==> config.mk <==
export PLATFORM = sky130hd
export DESIGN_NAME = mac_issue_ctrl
export DESIGN_NICKNAME = d
export VERILOG_FILES = /design/src/rtl/mac_pkg.sv /design/src/rtl/mac_slot_pipe.sv /design/src/rtl/mac_issue_ctrl.sv
export SDC_FILE = /design/constraint.sdc
export NUM_CORES = 1
export LEC_CHECK = 0
export BUFFER_PORTS_ARGS = -buffer_cell sky130_fd_sc_hd__buf_4
export CAP_MARGIN = 20
export CORE_AREA = 2 2 90 92
export CTS_CLUSTER_DIAMETER = 50
export CTS_CLUSTER_SIZE = 14
export DETAILED_ROUTE_END_ITERATION = 16
export DIE_AREA = 0 0 92 94
export PLACE_DENSITY = 0.74
export SLEW_MARGIN = 20
export SYNTH_ARGS = -nofsm -noshare
export SYNTH_HDL_FRONTEND = slang
export SYNTH_SLANG_ARGS = --single-unit
==> constraint.sdc <==
create_clock -name CLK -period 11 [get_ports CLK]
set_input_delay 2.2 -clock CLK [delete_from_list [all_inputs] [get_ports CLK]]
set_output_delay 2.2 -clock CLK [all_outputs]
set_load 0.03 [all_outputs]
==> src/rtl/mac_pkg.sv <==
// Shared types and default latencies for the MAC issue/writeback-tag controller.
package mac_pkg;

  localparam int DEF_LANES   = 4;
  localparam int DEF_IDX_W   = 5;
  localparam int DEF_MUL_LAT = 5;
  localparam int DEF_ADD_LAT = 7;

  // Writeback tag at the default lane count and index width.
  typedef struct packed {
    logic                 valid;
    logic                 reg_wen;
    logic [DEF_LANES-1:0] word_sel;
    logic [DEF_IDX_W-1:0] index;
  } tag_t;

  typedef enum logic {
    OP_MAC = 1'b0,
    OP_ADD = 1'b1
  } op_kind_e;

endpackage

==> src/rtl/mac_slot_pipe.sv <==
// L-deep writeback slot shifter: slot[1] is the current writeback, MACs enter at slot[L],
// add-only ops enter at slot[ADD_LAT]; slot[ADD_LAT+1] occupancy is exposed for hazard checks.
module mac_slot_pipe #(
  parameter int L       = 12,
  parameter int ADD_LAT = 7,
  parameter int DAT_W   = 10
) (
  input  logic             clk_i,
  input  logic             rst_i,
  input  logic             ins_mac_i,
  input  logic             ins_add_i,
  input  logic [DAT_W-1:0] tag_dat_i,
  output logic             head_vld_o,
  output logic [DAT_W-1:0] head_dat_o,
  output logic             probe_vld_o
);

  logic [L:1]       vld_q;
  logic [L:1]       vld_d;
  logic [DAT_W-1:0] dat_q [1:L];
  logic [DAT_W-1:0] dat_d [1:L];

  always_comb begin
    vld_d = '0;
    for (int k = 1; k <= L; k++) begin
      dat_d[k] = '0;
    end
    for (int k = 1; k < L; k++) begin
      vld_d[k] = vld_q[k+1];
      dat_d[k] = dat_q[k+1];
    end
    if (ins_mac_i) begin
      vld_d[L] = 1'b1;
      dat_d[L] = tag_dat_i;
    end
    // ADD_LAT < L always, so the two insertion points never coincide.
    if (ins_add_i) begin
      vld_d[ADD_LAT] = 1'b1;
      dat_d[ADD_LAT] = tag_dat_i;
    end
  end

  always_ff @(posedge clk_i or posedge rst_i) begin
    if (rst_i) begin
      vld_q <= '0;
      for (int k = 1; k <= L; k++) begin
        dat_q[k] <= '0;
      end
    end else begin
      vld_q <= vld_d;
      for (int k = 1; k <= L; k++) begin
        dat_q[k] <= dat_d[k];
      end
    end
  end

  assign head_vld_o  = vld_q[1];
  assign head_dat_o  = dat_q[1];
  assign probe_vld_o = vld_q[ADD_LAT+1];

endmodule

==> src/rtl/mac_issue_ctrl.sv <==
// Issue control for the MAC lanes: valid/ready accept, writeback tag tracking, add-only
// collision stall, fences, in-flight count and sticky per-lane NaN flags.
module mac_issue_ctrl
  import mac_pkg::*;
#(
  parameter  int LANES   = DEF_LANES,
  parameter  int IDX_W   = DEF_IDX_W,
  parameter  int MUL_LAT = DEF_MUL_LAT,
  parameter  int ADD_LAT = DEF_ADD_LAT,
  localparam int L       = MUL_LAT + ADD_LAT,
  localparam int CNT_W   = $clog2(L + 1)
) (
  input  logic             CLK,
  input  logic             RST,
  input  logic             in_valid,
  output logic             in_ready,
  input  logic             in_add_only,
  input  logic             in_add_sub,
  input  logic             in_fence,
  input  logic             in_reg_wen,
  input  logic [LANES-1:0] in_word_sel,
  input  logic [IDX_W-1:0] in_index,
  output logic             dp_valid,
  output logic             dp_add_only,
  output logic             dp_add_sub,
  input  logic [LANES-1:0] dp_nan,
  output logic             wb_valid,
  output logic             wb_reg_wen,
  output logic [LANES-1:0] wb_word_sel,
  output logic [IDX_W-1:0] wb_index,
  output logic [LANES-1:0] nan_flags,
  input  logic             nan_clr,
  output logic             empty,
  output logic [CNT_W-1:0] outstanding
);

  localparam int DAT_W = 1 + LANES + IDX_W;

  op_kind_e         op_kind;
  logic             accept;
  logic             probe_vld;
  logic             head_vld;
  logic [DAT_W-1:0] head_dat;
  logic             head_rw;
  logic [LANES-1:0] head_ws;
  logic [IDX_W-1:0] head_idx;
  logic [CNT_W-1:0] cnt_q;
  logic [CNT_W-1:0] cnt_d;
  logic [LANES-1:0] nan_q;
  logic [LANES-1:0] nan_d;

  assign op_kind = in_add_only ? OP_ADD : OP_MAC;
  assign empty   = (cnt_q == '0);

  // An add-only landing on a slot already owned by an older MAC must wait a cycle.
  assign in_ready = !(op_kind == OP_ADD && probe_vld) && !(in_fence && !empty);
  assign accept   = in_valid && in_ready;

  assign dp_valid    = accept;
  assign dp_add_only = in_add_only;
  assign dp_add_sub  = in_add_sub;

  mac_slot_pipe #(
    .L       (L),
    .ADD_LAT (ADD_LAT),
    .DAT_W   (DAT_W)
  ) u_slot_pipe (
    .clk_i       (CLK),
    .rst_i       (RST),
    .ins_mac_i   (accept && op_kind == OP_MAC),
    .ins_add_i   (accept && op_kind == OP_ADD),
    .tag_dat_i   ({in_reg_wen, in_word_sel, in_index}),
    .head_vld_o  (head_vld),
    .head_dat_o  (head_dat),
    .probe_vld_o (probe_vld)
  );

  assign {head_rw, head_ws, head_idx} = head_dat;

  assign wb_valid    = head_vld;
  assign wb_reg_wen  = head_vld && head_rw;
  assign wb_word_sel = head_vld ? head_ws : '0;
  assign wb_index    = head_vld ? head_idx : '0;

  always_comb begin
    cnt_d = cnt_q;
    case ({accept, head_vld})
      2'b10:   cnt_d = cnt_q + 1'b1;
      2'b01:   cnt_d = cnt_q - 1'b1;
      default: cnt_d = cnt_q;
    endcase
  end

  // A NaN arriving in the same cycle as a clear survives it.
  always_comb begin
    nan_d = nan_clr ? '0 : nan_q;
    if (head_vld) begin
      nan_d = nan_d | dp_nan;
    end
  end

  always_ff @(posedge CLK or posedge RST) begin
    if (RST) begin
      cnt_q <= '0;
      nan_q <= '0;
    end else begin
      cnt_q <= cnt_d;
      nan_q <= nan_d;
    end
  end

  assign outstanding = cnt_q;
  assign nan_flags   = nan_q;

endmodule

==> results.md <==
* Largest area contributor in the netlist: dfrtp_1
* Synth area leaders: dfrtp_1, and2_1, mux2_2
* I/O Pins at 45
* Initial Utilization at 53.9%
* CTS max path bufs at 2
* Adder-Cell Fraction of Synth Area at 1.40%
* Post_cts resized at 0
* Slowest Stage Delay on Critical Path at 0.21 ns
* Sequential area share after synthesis at 85.4%
* Ys async rst share at 100%
* Syn-to-layout area delta at 24.3%
* Clock Latency Late Sink at 0.51 ns
* Final hold slack at 0.341 ns
* Synth Flop Type: dfrtp_1
* Cell Area, Placed at 4540 um2
* Worst path required time at 8.80 ns
* GRT overflow at 0
* Compound-cell area share of the yosys netlist at 2.11%
* Max Slew Vio Count at 0
* Critical path fanouts, max at 4
* Most common cell in the netlist: dfrtp_1
* Pin count of the biggest net entering global routing at 80
* Clock Skew at 0.00753 ns
* Final Hold Fails at 0
* Max Fclk at 0.193 GHz
* Most frequent CP cell: buf_4
* Avg Inst Size Synth at 18.3 um2
* Overall Global Routing Usage at 15.0%
* Layout cells sized above 1 at 30.5%
* Maximum VDD drop at 141 uV
* Final instance area at 5100 um2
* First-pass GRT wire length at 9320 um
* Crit path arrival time at 2.99 ns
* Hold_sp: u_slot_pipe.dat_d[113]
* Clock-pin slew on the worst setup and hold paths at 0.06 ns
* Area share of xor/xnor cells in the synthesized design at 0.427%
* Routed Antenna Nets at 0
* Unrepaired setup endpoints after global routing: no
* Worst setup SP type: input pin
* Final Cycle Share at 47.2%
* Dpl hpwl at 3060 um
* Die ar. at 8650 um2
* Hold path depth at 0
* R2r startpoint: outstanding[0]
* Ant. Diodes at 0
* Post-layout util at 67.0%
* Synthesized netlist cell count at 224
* Remaining DRCs at 0
* Max cap viols at 0
* Drt via density at 4.62
* Initial antenna violation count at 0
* Drt pass-1 iters at 4
* Crit Path Category: in2out
* Commonest cells post-synth: dfrtp_1, and2_1, mux2_2
* Core area at 7610 um2
* Power Dens Cells at 243 nW/um2
* WL/cell at 14.0 um
* Reg2reg end: outstanding[3]
* R2R Setup Slk at 7.98 ns
* Hold Crit Class: reg2reg
* Multi-input gate area at 536 um2
* Die Y at 94 um
* Area share of the largest cell type after synthesis at 85.4%
* Port bufs at 42
* Distinct cells, synth at 26
* Reg2reg path depth at 8
* Post-synthesis mux area share at 3.27%
* Post-CTS Repair Setup Buffers at 0
* Fin crit period at 5.19 ns
* Number of synthesized flops with an enable pin at 0
* Hold_buf cts at 0
* Clk sinks at 140
* Hold Path End: u_slot_pipe.head_dat_o[3]
* CP Cell Sequence: buf_4, o41a_1, nor2b_1, and2_1, buf_4
* Outcome: finished clean
* Die W at 92 um
* Crit-path slowest cell: nor2b_1
* Row count at 32
* Crit path capture type: primary output
* DR vias at 1,833
* CTS tree: done
* Synth warn at 0
* Synth Area in Simple Gates at 5.86%
* Largest family of logic cells by synthesized area: simple AND/OR/NAND/NOR gates
* Max-Slew Margin vs Limit at 36.3%
* Setup TNS at 0 ns
* Filler cell count at 531
* Sequential cell area at 3500 um2
* Fin nets at 307
* Syn Std Cell Area at 4100 um2
* CTS Buf Count at 17
* Final wirelength at 5570 um
* Root buffer cell: clkbuf_8
* Vias in the first global route at 2,009
* Slew @ Worst Pin at 0.956 ns
* Leakage at 2.60 nW
* Routability Congestion at 0.669
* Final setup fails at 0
* Initial drt markers at 107
* CTS H-tree depth at 4
* Non-Filler Instances at 397
* FF+latch count, synth at 140
* Dpl cells at 365
* Syn nets at 249
-- layout make-up --
cell class                 count  share of cell area, %
clock buffer                  19                   8.67
sequential                   140                   68.7
timing repair buffer          44                   6.48
inverter                       9                  0.761
tap                          102                   2.50
clock inverter                13                   2.33
multi-input combinational     70                   10.5
-- worst max-delay path: cells and delay by family --
kind	cells	cell delay [ns]
compound gates	1	0.17
simple gates	2	0.36
buf+inv	2	0.26
-- cell usage in the layout, fill, tap and decap left out, types with 2 or more instances in the layout --
master and n:
ha_1 3, o21ai_0 5, clkinv_4 2, inv_1 8, nand2_1 8, clkinv_2 2, clkbuf_8 3, and2_1 21
buf_4 44, nand3_1 2, nor3b_1 4, dfrtp_1 140, a21oi_1 3, mux2_2 11, inv_6 2, clkbuf_16 16
clkinvlp_4 7
-- report_power, final --
part | internal, mW | total [mW] | switching (mW)
Clock | 0.311 | 0.519 | 0.208
Sequential | 0.563 | 0.589 | 0.0258
Combinational | 0.0528 | 0.131 | 0.0781
-- stage by stage --
step                      setup slack (ns)  power, mW
final                                 5.81       1.24
after global routing                  5.73       1.30
after CTS                             5.80       1.26
after detailed placement              5.81      0.730
after global placement                5.85      0.720
after floorplan                       5.05      0.680
-- kinds of logic (layout without fill, tap and decap cells) --
group                    count (synthesis)  after routing
AO/OA/AOI/OAI                           13             13
XOR/XNOR                                 2              2
adder cells (fa/ha/maj)                  4              4
buffers and inverters                   14             85
flip-flops                             140            140
multiplexers                            12             12
AND/OR/NAND/NOR                         39             39
-- per-layer routing --
layer / global-route usage, % / part of all wire, % / vias up
li1: - / - / 840
met1: 18.3 / 44 / 934
met2: 23.5 / 50 / 49
met3: 6.34 / 5.0 / 10
met4: 6.97 / 1.3 / 0
met5: 0 / 0 / -
-- how the worst max path moves through the flow --
stage                     startpoint            to
after global placement      in_fence      dp_valid
after CTS                   in_fence      dp_valid
after detailed placement    in_fence      dp_valid
after global routing        in_fence      dp_valid
after floorplan                  RST  nan_flags[0]
final                       in_fence      dp_valid
-- sequential cells by signal, summed over array words and instances (netlist names) --
signal	flops
nan_flags	4
u_slot_pipe.dat_d	100
outstanding	4
u_slot_pipe.dat_q	10
u_slot_pipe.head_dat_o	10
u_slot_pipe.vld_q	12
Note: power is estimated with default switching activity, not from simulation.
